$ cat src/rtl/check_seq_pkg.sv
// check_seq_pkg: state encoding, sequence geometry and level clamp shared by the sequence checker.
package check_seq_pkg;
    typedef enum logic [1:0] {IDLE, WAIT_IN, RESULT} state_t;
    localparam int MAX_DIGITS = 5;
    localparam int DIGIT_W = 4;
    localparam int SEQ_W = MAX_DIGITS * DIGIT_W;
    localparam int IDX_W = 3;
    // A level of 0 still checks one digit; anything above the sequence length checks all of it.
    function automatic logic [IDX_W-1:0] clamp_lvl(input logic [IDX_W-1:0] lvl);
        return (lvl == '0) ? IDX_W'(1) : (lvl > IDX_W'(MAX_DIGITS)) ? IDX_W'(MAX_DIGITS) : lvl;
    endfunction
endpackage

$ cat src/rtl/input_timer.sv
// input_timer: saturating per-digit timeout counter, flags expiry while enabled.
module input_timer #(
    parameter int TIMEOUT_CYCLES = 250000000
) (
    input  logic clk,
    input  logic rst,
    input  logic enable,
    input  logic restart,
    output logic expired
);
    localparam int W = (TIMEOUT_CYCLES > 1) ? $clog2(TIMEOUT_CYCLES) : 1;
    localparam logic [W-1:0] LAST = W'(TIMEOUT_CYCLES - 1);
    logic [W-1:0] cnt;
    always_ff @(posedge clk or negedge rst)
        if (!rst) cnt <= '0;
        else if (restart) cnt <= '0;
        else if (enable && cnt != LAST) cnt <= cnt + 1'b1;
    assign expired = enable && cnt == LAST;
endmodule

$ cat src/rtl/check_seq.sv
// check_seq: compares player key presses against a latched digit sequence with a per-digit timeout.
module check_seq
    import check_seq_pkg::*;
#(
    parameter int TIMEOUT_CYCLES = 250000000
) (
    input  logic               clk,
    input  logic               rst,
    input  logic               check,
    input  logic [IDX_W-1:0]   curLvl,
    input  logic [SEQ_W-1:0]   seq,
    input  logic               btnValid,
    input  logic [DIGIT_W-1:0] btnDigit,
    output logic               waiting,
    output logic [IDX_W-1:0]   digitIdx,
    output logic               checkDone,
    output logic               pass,
    output logic               fail
);
    state_t state, state_nx;
    logic [SEQ_W-1:0] seq_q, seq_nx;
    logic [IDX_W-1:0] lvl_q, lvl_nx, idx_q, idx_nx;
    logic pass_q, pass_nx, fail_q, fail_nx;
    logic restart, expired, hit, last;
    assign hit = btnDigit == seq_q[DIGIT_W*idx_q +: DIGIT_W];
    assign last = idx_q == lvl_q - 3'd1;
    input_timer #(.TIMEOUT_CYCLES(TIMEOUT_CYCLES)) u_timer (
        .clk    (clk),
        .rst    (rst),
        .enable (state == WAIT_IN),
        .restart(restart),
        .expired(expired)
    );
    always_ff @(posedge clk or negedge rst)
        if (!rst) begin
            state  <= IDLE;
            seq_q  <= '0;
            lvl_q  <= '0;
            idx_q  <= '0;
            pass_q <= 1'b0;
            fail_q <= 1'b0;
        end else begin
            state  <= state_nx;
            seq_q  <= seq_nx;
            lvl_q  <= lvl_nx;
            idx_q  <= idx_nx;
            pass_q <= pass_nx;
            fail_q <= fail_nx;
        end
    // A key press in the same cycle as expiry is evaluated first; expiry only applies without one.
    always_comb begin
        state_nx = state;
        seq_nx   = seq_q;
        lvl_nx   = lvl_q;
        idx_nx   = idx_q;
        pass_nx  = pass_q;
        fail_nx  = fail_q;
        restart  = 1'b0;
        case (state)
            IDLE: if (check) begin
                seq_nx   = seq;
                lvl_nx   = clamp_lvl(curLvl);
                idx_nx   = '0;
                pass_nx  = 1'b0;
                fail_nx  = 1'b0;
                restart  = 1'b1;
                state_nx = WAIT_IN;
            end
            WAIT_IN: if (btnValid) begin
                if (!hit) begin
                    fail_nx  = 1'b1;
                    state_nx = RESULT;
                end else if (last) begin
                    pass_nx  = 1'b1;
                    state_nx = RESULT;
                end else begin
                    idx_nx  = idx_q + 3'd1;
                    restart = 1'b1;
                end
            end else if (expired) begin
                fail_nx  = 1'b1;
                state_nx = RESULT;
            end
            RESULT: state_nx = IDLE;
            default: state_nx = IDLE;
        endcase
    end
    assign waiting   = state == WAIT_IN;
    assign checkDone = state == RESULT;
    assign digitIdx  = idx_q;
    assign pass      = pass_q;
    assign fail      = fail_q;
endmodule

$ cat config.mk
export PLATFORM = sky130hd
export DESIGN_NAME = check_seq
export DESIGN_NICKNAME = d
export VERILOG_FILES = /design/src/rtl/check_seq_pkg.sv /design/src/rtl/input_timer.sv /design/src/rtl/check_seq.sv
export SDC_FILE = /design/constraint.sdc
export NUM_CORES = 1
export LEC_CHECK = 0
export CORE_ASPECT_RATIO = 0.9
export CORE_MARGIN = 3
export CORE_UTILIZATION = 30
export CTS_BUF_LIST = sky130_fd_sc_hd__clkbuf_4 sky130_fd_sc_hd__clkbuf_8
export CTS_CLUSTER_SIZE = 40
export DETAILED_ROUTE_END_ITERATION = 7
export HOLD_SLACK_MARGIN = 0.05
export SYNTH_ARGS = -nofsm -noshare
export SYNTH_HDL_FRONTEND = slang
export SYNTH_SLANG_ARGS = --single-unit
$ cat constraint.sdc
create_clock -name clk -period 2.8 [get_ports clk]
set_clock_uncertainty 0.2 [all_clocks]
set_input_delay 0.56 -clock clk [delete_from_list [all_inputs] [get_ports clk]]
set_output_delay 0.56 -clock clk [all_outputs]
set_load 0.02 [all_outputs]
After elaboration in Yosys (flattened, before gate mapping) --
Cells that the tools add are included. W data, S select, Z words.
Word-level totals: bits in registers 58, input bits 31, output and inout port bits 7, word-level logic and storage cells 66
Operators by class: add/subtract/negate cells 3, $lt $le $gt $ge 1, eq/ne operators 14, shift-type cells 1, muxes and demuxes 29, reductions and logical operators 11
Operator list (count):
- $mux W28 | 2
- $add A28 B1 Y28 const B | 1
- $eq A28 B28 Y1 const B | 1
- $ne A28 B28 Y1 const B | 1
- $shiftx A20 B6 Y4 | 1
- $mux W3 | 6
- $mux W1 | 11
- $mux W2 | 5
- $ne A2 B2 Y1 const B | 5
- $reduce_and A5 Y1 | 2
- $ne A3 B3 Y1 const B | 2
- $pmux W1 S2 | 3
- $pmux W3 S2 | 1
- $eq A4 B4 Y1 | 1
- $ne A4 B4 Y1 const B | 1
- $pmux W2 S2 | 1
- $reduce_and A4 Y1 | 1
- $reduce_bool A2 Y1 | 2
- $add A3 B1 Y3 const B | 1
- $eq A3 B3 Y1 | 1
- $gt A3 B3 Y1 const B | 1
- $logic_not A3 Y1 | 1
- $reduce_and A3 Y1 | 1
- $sub A3 B1 Y3 const B | 1
- 5 further kinds | 6

Longest topological paths before layout --
word-level depth 7, gate-level depth with buffers 9, mapped depth without buffers 8

Cells and area by module --
A second synthesis with hierarchy kept.
Unflattened totals: cells, all modules 338, area, all modules 3070.4 um2
Modules (own cells, without submodules):
- check_seq | instances 1, cells each 172, area each 1544.0 um2, seq. area each 750.7 um2
- input_timer | instances 1, cells each 166, area each 1526.5 um2, seq. area each 700.7 um2

Worst setup path after synthesis --
No wires, ideal clock.
kind register -> register, start reg idx_q[0], in the netlist digitIdx[0], end reg u_timer.cnt[10], library setup time 0.137 ns, arrival time 2.139 ns, data required time 2.463 ns, slack 0.324 ns, stages on the path, launching flop included 9, buffers on the path 2, clock period less this slack 2.476 ns, cells stage by stage dfrtp_1 -> buf_6 -> mux2_4 -> a22o_1 -> a211oi_2 -> nand4_4 -> o21ai_2 -> buf_4 -> a21oi_1
On the way: word-level cells in the longest chain between the ends 6, elaborated cells on any way between the ends 9, classes of those cells eq/ne: 2; shift: 1; mux: 5; reduce/logical: 1
Ends and longest elaborated chain:
- start, declared | RTL line check_seq.sv:22 | logic [IDX_W-1:0] lvl_q, lvl_nx, idx_q, idx_nx;
- start signal, assigned | RTL line check_seq.sv:46 | idx_q <= idx_nx;
- $shiftx A20 B6 Y4 or $eq A3 B3 Y1 (tied branches) | RTL line check_seq.sv:25, check_seq.sv:26
- $eq A4 B4 Y1 or $mux W1 (tied branches) | RTL line check_seq.sv:25, check_seq.sv:73
- $mux W1 * | RTL line check_seq.sv:70 | if (!hit) begin
- $mux W1 * | RTL line check_seq.sv:69 | WAIT_IN: if (btnValid) begin
- $pmux W1 S2 * | RTL line check_seq.sv:59 | case (state)
- $mux W28 or $reduce_bool A2 Y1 (tied branches)
- end signal, assigned | RTL line input_timer.sv:17 | else if (enable && cnt != LAST) cnt <= cnt + 1'b1;
- end, declared | RTL line input_timer.sv:13 | logic [W-1:0] cnt;
Mark *: on every way between the ends. The rest lies on a longest branch, timed or not. A chain may end at the register's enable or synchronous reset.

Worst setup path in the final report --
start reg state[0], end out waiting
On the way: word-level cells in the longest chain between the ends 1
Ends and longest elaborated chain:
- start, declared | RTL line check_seq.sv:20 | state_t state, state_nx;
- start signal, assigned | RTL line check_seq.sv:43 | state <= state_nx;
- $eq A2 B1 Y1 | RTL line check_seq.sv:88 | assign waiting = state == WAIT_IN;
- end, declared | RTL line check_seq.sv:14 | output logic waiting,
Every way passes these cells.

==> reports/results.txt <==
status -> complete, no violations
# DRC -> 0
commonest cells in the netlist -> nand2_1 (77), dfrtp_1 (58), a21oi_1 (30)
Row Count -> 35
Reg2Reg Setup Slack -> 0.24 ns
I/O pin count -> 38
Setup crit end -> waiting
average cell area after synthesis -> 9.018 µm²
CP max stage cell -> clkdlybuf4s50_1
Total GRT Usage -> 0.1342
#FFs+latches synth -> 58
Cell Chain, Critical Path -> nor2b_1, clkdlybuf4s50_1
wire per inst -> 14.20 µm
Initial Utilization -> 0.3115
Synth Flop Type -> dfrtp_1
Worst slew margin -> 0.6148
CTS sink cnt -> 58
initial antenna violation count -> 0
EDFF count, synth -> 0
Layout area overhead -> 25.85%
Fmax -> 377.9 MHz
compound-gate portion of the synthesized area -> 0.1244
Iteration-0 DRC Markers -> 124
CTS H-tree lvls -> 3
placer congestion estimate -> 0.8411
final period demand of the worst path -> 2.646 ns
Unique masters post-synth -> 56
VDD IR max -> 0.3156 mV
root buf cell -> clkbuf_8
post-CTS setup buffers -> 0
HP Class -> register to register
CP peak stage delay -> 0.71 ns
I/O Buffers -> 37
chip width -> 115.2 µm
Final TNS setup -> 0 ns
Total Power -> 0.003395 W
CP startpoint kind -> register
Clk Latency, worst-skew pair -> 0.34 ns
r2r endpoint -> digitIdx[2]$_DFFE_PN0P_
total core area -> 10330 µm²
area of the die -> 12010 µm²
leakage power -> 1.669 nW
Synth top area share -> 0.4508
Worst Path Required -> 2.04 ns
CTS tree -> done
worst slew pin tran -> 0.5779 ns
fin. max-slew vios -> 0
RSZ-0062 raised after global routing -> no
via/cell ratio -> 5.002
Synth Area in Adders -> 0.01166
Post-Syn Instances -> 357
XOR/XNOR Fraction of Synth Area -> 0.08434
CP max FO -> 6
clk buf depth -> 2
largest net degree at the start of global routing -> 36
most common cell in the netlist -> nand2_1
Tcrit/Tclk final -> 0.9451
cell area after synthesis -> 3219 µm²
total global routing overflow -> 0
n_diodes -> 0
Register-to-Register Path Depth -> 7
yosys warns -> 0
dominant cells by area after synthesis -> dfrtp_1 (45%), nand2_1 (9.0%), xnor2_1 (7.6%)
main combinational cell family by area after synthesis -> simple AND/OR/NAND/NOR gates
DR vias -> 2691
crit path kind -> register to output port
Synth Area in Simple Gates -> 0.2480
sequential area share after synthesis -> 0.4508
CP arrival -> 1.89 ns
ANT nets after route -> 0
syn_nets -> 391
First-pass DRT Iterations -> 4
DRT Wirelength -> 7640 µm
async set or reset register ratio after synthesis -> 1.000
post-synth top area cell -> dfrtp_1
mux share of post-synthesis cell area -> 0.03498
crit path launch -> state[0]$_DFFE_PN0P_
final setup fails -> 0
first-pass GRT wire length -> 12960 µm
Final Hold Viols -> 0
fin nets -> 438
share of layout cells above drive strength 1 -> 0.1149
Clock Pin Slew Worst Setup and Hold Paths -> 0.07 ns
die height -> 104.3 µm
DPL Wire Length -> 5366 µm
maxcap violations -> 0
CP Capture Type -> output port
CTS Buf Count -> 9
final core utilization -> 0.3920
FILL cells -> 1027
vias in the first global route -> 2601
Pwr per Cell Area -> 837.9 nW/µm²
Reg-to-Reg Start -> digitIdx[0]$_DFFE_PN0P_
==> how the worst min path moves through the flow <==
stage / startpoint / slack, ns / to / depth (start not counted)
after floorplan: rst / 0.06 / digitIdx[0]$_DFFE_PN0P_ / 0
after global placement: seq_q[15]$_DFFE_PN0P_ / 0.25 / seq_q[15]$_DFFE_PN0P_ / 2
after detailed placement: seq_q[19]$_DFFE_PN0P_ / 0.26 / seq_q[19]$_DFFE_PN0P_ / 2
after CTS: seq_q[19]$_DFFE_PN0P_ / 0.28 / seq_q[19]$_DFFE_PN0P_ / 2
after global routing: seq_q[8]$_DFFE_PN0P_ / 0.30 / seq_q[8]$_DFFE_PN0P_ / 2
final: seq_q[19]$_DFFE_PN0P_ / 0.28 / seq_q[19]$_DFFE_PN0P_ / 2
==> critical path, delay by kind of cell (launching register included) <==
family                 cells  cell delay [ns]
buffers and inverters      1             0.71
flip-flops                 1             0.42
AND/OR/NAND/NOR            1             0.42
==> metal layers <==
layer  share of wire  GRT usage  vias up
li1                -          -     1349
met1            0.52     0.2046     1305
met2            0.44     0.1901       29
met3           0.020    0.02792        8
met4           0.011    0.03772        0
met5               0          0        -
==> placed cells by master (no fill, tap or decap), drive strengths merged, types with 3 or more instances in the layout <==
master          n
nor2b           3
clkbuf          9
mux2            4
nand3          10
nand4           9
and4            3
nand2          77
nand2b          3
o31ai           3
xnor2          28
inv            16
or4             3
nor3           22
xor2            3
buf            17
clkdlybuf4s50  36
mux2i           6
o211ai          6
a21oi          30
a22oi           3
nor2           14
nor4            3
o21ai           6
dfrtp          58
ha              3
==> power breakdown <==
part,internal [W],total (W),switching (W)
combinational,0.000523,0.00134,0.000813
sequential,0.00104,0.00117,0.000136
clock,0.000508,0.000884,0.000376
total,0.00207,0.00339,0.00132
==> through the flow <==
step / instances / hold WS (ns) / area, µm² / worst slack [ns]
final: 538 / 0.2752 / 4051 / 0.1536
after global routing: 538 / 0.2970 / 4051 / 0.03484
after CTS: 538 / 0.2758 / 4043 / 0.07995
after detailed placement: 521 / 0.2581 / 3807 / 0.06787
after global placement: 521 / 0.2537 / 3807 / 0.1024
after floorplan: 357 / 0.06441 / 3219 / 0.3244
==> area by class of cell <==
cell class,instances,area [µm²],area share
Clock buffer,9,123.9,0.03057
Clock inverter,7,101.3,0.02502
Inverter,14,52.55,0.01297
Multi-Input combinational cell,267,1639,0.4046
Sequential cell,58,1453,0.3586
Tap cell,129,161.4,0.03984
Timing Repair Buffer,54,520.5,0.1285
==> cell families after synthesis <==
family | count (synthesis)
DFF | 58
buffers and inverters | 32
adders and majority gates | 3
AOI/OAI and AO/OA | 61
and+or+nand+nor | 162
muxes | 10
xor gates and xnor gates | 31
==> registers in the layout (all words and copies together), names as in the netlist <==
signal,count
digitIdx,3
fail,1
lvl_q,3
pass,1
seq_q,20
state,2
u_timer.cnt,28
==> what timing repair did <==
action	4_1_cts	5_1_grt
hold buffers	1	0
endpoints found under the hold margin	23	0
gates resized for setup	0	2
setup endpoints to repair	0	12
Power figures use the tool's default switching activity.
